File: src/rtl/seq_detector_param.sv
`default_nettype none
// ============================================================================
//  Module   : seq_detector_param
//  Purpose  : Runtime-programmable serial bit-pattern detector. Shifts in a
//             qualified 1-bit stream, pulses z (Mealy, zero latency) on the
//             bit that completes the programmed pattern, and keeps a
//             saturating count of matches. Supports overlapping and
//             restart-after-match detection.
//  Revision : 1.0  initial release
// ============================================================================
module seq_detector_param #(
  parameter int MAX_LEN = 8,
  parameter int CNT_W   = 16,
  parameter int LEN_W   = $clog2(MAX_LEN + 1)
) (
  input  logic               clk,
  input  logic               reset,
  input  logic               x,
  input  logic               x_valid,
  input  logic [MAX_LEN-1:0] pattern,
  input  logic [LEN_W-1:0]   pat_len,
  input  logic               overlap,
  input  logic               clr,
  output logic               z,
  output logic [CNT_W-1:0]   match_cnt,
  output logic               cnt_sat
);

  localparam logic [CNT_W-1:0] c_CNT_MAX = {CNT_W{1'b1}};
  localparam logic [LEN_W-1:0] c_FILL_MAX = LEN_W'(MAX_LEN);

  // hist[0] is the newest bit; fill counts valid bits held since the last restart
  logic [MAX_LEN-1:0] r_hist;
  logic [LEN_W-1:0]   r_fill;
  logic [CNT_W-1:0]   r_cnt;

  logic               w_accept;
  logic [MAX_LEN-1:0] w_nh;
  logic [MAX_LEN-1:0] w_mask;
  logic               w_legal;
  logic               w_fill_ok;
  logic               w_bits_eq;
  logic               w_match;

  assign w_accept  = x_valid & ~clr;
  assign w_nh      = {r_hist[MAX_LEN-2:0], x};
  assign w_legal   = (pat_len != '0) && (pat_len <= c_FILL_MAX);
  // Bits older than the current fill are ignored, so a match needs pat_len bits since restart
  assign w_fill_ok = ((LEN_W+1)'(r_fill) + (LEN_W+1)'(1)) >= (LEN_W+1)'(pat_len);
  assign w_bits_eq = ((w_nh ^ pattern) & w_mask) == '0;
  assign w_match   = w_accept & w_legal & w_fill_ok & w_bits_eq;

  assign z         = w_match;
  assign match_cnt = r_cnt;
  assign cnt_sat   = &r_cnt;

  // Select the low pat_len bit positions for the pattern compare
  always_comb begin
    w_mask = '0;
    for (int i = 0; i < MAX_LEN; i++) begin
      w_mask[i] = (LEN_W'(i) < pat_len);
    end
  end

  // History, fill level and saturating match counter
  always_ff @(posedge clk or negedge reset) begin
    if (!reset) begin
      r_hist <= '0;
      r_fill <= '0;
      r_cnt  <= '0;
    end else if (clr) begin
      r_hist <= '0;
      r_fill <= '0;
      r_cnt  <= '0;
    end else if (x_valid) begin
      r_hist <= w_nh;
      if (w_match && !overlap) begin
        r_fill <= '0;
      end else if (r_fill != c_FILL_MAX) begin
        r_fill <= r_fill + LEN_W'(1);
      end
      if (w_match && (r_cnt != c_CNT_MAX)) begin
        r_cnt <= r_cnt + CNT_W'(1);
      end
    end
  end

endmodule
`default_nettype wire

File: config.mk
export PLATFORM = sky130hd
export DESIGN_NAME = seq_detector_param
export DESIGN_NICKNAME = d
export VERILOG_FILES = /design/src/rtl/seq_detector_param.sv
export SDC_FILE = /design/constraint.sdc
export NUM_CORES = 1
export LEC_CHECK = 0
export ABC_AREA = 1
export BUFFER_PORTS_ARGS = -buffer_cell sky130_fd_sc_hd__buf_2
export CAP_MARGIN = 15
export CORE_ASPECT_RATIO = 0.75
export CORE_MARGIN = 4
export CORE_UTILIZATION = 45
export DETAILED_ROUTE_END_ITERATION = 8
export PLACE_DENSITY_LB_ADDON = 0.12
export SYNTH_ARGS = -nofsm -noshare
export SYNTH_HDL_FRONTEND = slang
export SYNTH_SLANG_ARGS = --single-unit
export TNS_END_PERCENT = 100
File: constraint.sdc
create_clock -name clk -period 1.96 [get_ports clk]
set_input_delay 0.392 -clock clk [delete_from_list [all_inputs] [get_ports clk]]
set_output_delay 0.392 -clock clk [all_outputs]
set_load 0.05 [all_outputs]
==> impl_metrics.yaml <==
floorplan:
  fp.dieW_um: 84.05
  rows: 20
  core-area_sq_um: 4129
  start_util_pct: 47.27
  pin_count: 36
  dieArea_sq_um: 5466
  fp.dieH_um: 65.04
cells_and_area:
  fillerInstances: 351
  syn_to_final_growth_pct: 45.13
  antenna_cells: 0
  layoutNonFillerInstCount: 400
  fin_area_sq_um: 2833
  drive_above_1_share_pct: 40.00
  num-nets-final: 371
critical_path:
  crit_slowest_cell: "dfrtp_2"
  rr_endpoint: "match_cnt[5]"
  crit_path_start_kind: "flip-flop"
  cp.required_ps: 1570
  critical-path-max-stage-delay_ps: 460
  cp_max_fo: 5
  cp-end-kind: "output pin"
  r2r_cells: 14
  path_cells: "ha_4, xor2_2, ha_1, a21oi_2, o21ai_1, nor2_1, nor2_2, and2_4, buf_8"
  reg2reg_from: "r_fill[0]"
  cp_data_arrival_time_ps: 2060
  r2r_setup_slack_ps: -390
  path_class: "flip-flop to output pin"
pwr:
  cellPowerDensity_nw_per_um2: 420.9
  static-leakage-power_nw: 1.429
  total_power_w: 0.001192
  irDropWorstVdd_uv: 315.1
synth:
  synth_area_leaders: "dfrtp_1 35%, nand2_1 15%, nand3_1 8.2%"
  synth-seq-area-share_pct: 34.62
  synthesis.nets: 299
  synth_ff_type: "dfrtp_1"
  synth-seq-cells: 27
  synth_cells: 274
  synth_edf_count: 0
  async_reset_ff_share_pct: 100.0
  synth_top_cell_area_share_pct: 34.62
  synth_top_cell_by_area: "dfrtp_1"
  synth_most_common_cell: "nand2_1"
  yosys-top-cells-count: "77 x nand2_1, 34 x inv_1, 32 x nand3_1"
  synth_warnings: 0
  synth_cell_types: 29
  synthesis.area_sq_um: 1952
  syn_avg_cell_area_sq_um: 7.124
sta:
  finalSetupViolations: 21
  slew_violations: 0
  worst_slew_pin_slew_ps: 593.3
  rsz0062_at_grt: "yes"
  clock_skew_ps: 2.806
  fmax_ghz: 0.4080
  slew_headroom_pct: 60.45
  worst_slack_ps: -491.0
  setup_tns_ps: -7116
  hold_violations: 0
  fin_crit_sh_pct: 125.1
  min_period_ps: 2451
cts:
  cts_max_path_buffers: 2
  cts_tree: "done"
  cts-root-buf: "clkbuf_8"
  numCtsBuffers: 3
  cts_sinks: 27
  path_clk_slew_ps: 90
  clk_latency_ps: 280
  h-tree-depth: 1
drt:
  drt-total-wl_um: 5469
  drc: 0
  via_count: 2007
  first_pass_iters: 5
  wl_per_cell_um: 13.67
  vias_per_cell: 5.018
  drt-initial-drc-count: 144
  ant_nets: 0
placed_design:
  hpwlAfterDp_um: 3740
  gp_congestion: 0.8980
  placed_cell_area_sq_um: 2394
  io_buffers: 35
  preCtsSetupSlack_ps: -287.2
  dp.cells: 381
global_routing:
  grt_max_degree: 28
  antenna_found_initial: 0
  grt_pass1_vias: 1895
  grt_pass1_wl_um: 9356
  grt-ovfl-total: 0
  grt_usage_pct: 21.69
status:
  violations: "setup timing"
  status: "finished, violations left"
hold_path:
  min_path_type: "primary input to async pin"
run:
  drv_cap: 0
-- registers in the layout, summed over array words and instances, names as in the netlist --
signal / flops
r_hist: 7
match_cnt: 16
r_fill: 4
-- cell families after synthesis --
group / Yosys count / synth area share, %
XOR/XNOR: 19 / 8.526
buffers and inverters: 43 / 9.487
AND/OR/NAND/NOR: 162 / 37.44
adder cells (fa/ha/maj): 7 / 4.487
AO/OA/AOI/OAI: 16 / 5.449
flip-flops: 27 / 34.62
-- per-stage QoR --
stage	hold slack, ps	util, %
after CTS	130.4	66.67
after detailed placement	433.2	57.97
after global placement	434.0	57.97
after global routing	162.8	68.61
final	109.3	68.61
after floorplan	96.41	-
-- how the worst max path moves through the flow --
stage	start	to	slack, ps	depth (start not counted)
final	r_fill[0]	z	-490	9
after floorplan	match_cnt[0]	cnt_sat	-180	5
after global routing	r_fill[0]	z	-630	9
after detailed placement	r_fill[0]	z	-290	9
after global placement	r_fill[0]	z	-250	9
after CTS	r_fill[1]	z	-470	9
-- area by class of cell --
type | instances | area [sq um] | share of cell area [%]
sequential | 27 | 688.2 | 24.29
multi-input combinational | 207 | 1369 | 48.32
clock buffer | 4 | 45.04 | 1.590
tap | 55 | 68.82 | 2.429
inverter | 37 | 142.6 | 5.035
timing repair buffer | 70 | 519.2 | 18.33
-- power breakdown --
group          internal [W]  switching (W)
registers          0.000571      0.0000203
logic              0.000121       0.000160
clock network      0.000146       0.000174
total              0.000838       0.000354
-- metal layers --
metal / up-vias / share of wire [%] / track usage (%)
met2: 45 / 45 / 33.46
met1: 944 / 48 / 30.94
met3: 4 / 5.8 / 4.701
li1: 1014 / - / -
met4: 0 / 0.73 / 5.221
met5: - / 0 / 0
-- critical path, delay by kind of cell (launching register included) --
kind                     cells  cell delay, ps
buffers and inverters        1             140
AND/OR/NAND/NOR              3             320
XOR/XNOR                     1             180
adder cells (fa/ha/maj)      2             490
flip-flops                   1             460
AO/OA/AOI/OAI                2             180
-- repair_timing --
item | in CTS | in global routing
cloned | 4 | 0
buffers inserted | 11 | 0
resized for setup | 29 | 19
endpoints found under the hold margin | 0 | 0
hold buffers | 0 | 0
setup endpoints to repair | 22 | 22
pin swaps | 11 | 10
-- cells in the final DEF, fill, tap and decap left out, types with 2 or more instances in the layout --
master and n:
nand2_4 5, nand4_1 3, buf_4 30, dfrtp_1 17
xor2_1 16, clkbuf_8 3, o21ai_2 5, nand2_1 58
xor2_2 2, buf_8 2, dfrtp_2 10, nor2_1 27
nand3_1 28, inv_2 2, buf_12 3, nand2_8 5
o22ai_1 6, buf_2 33, ha_4 2, o21ai_0 2
inv_1 34, nor2_2 5, nand3_2 5, nand3_4 3
or2_1 2, nor3_1 3, nand2_2 14, ha_1 5
Note: power is estimated with default switching activity, not from simulation.
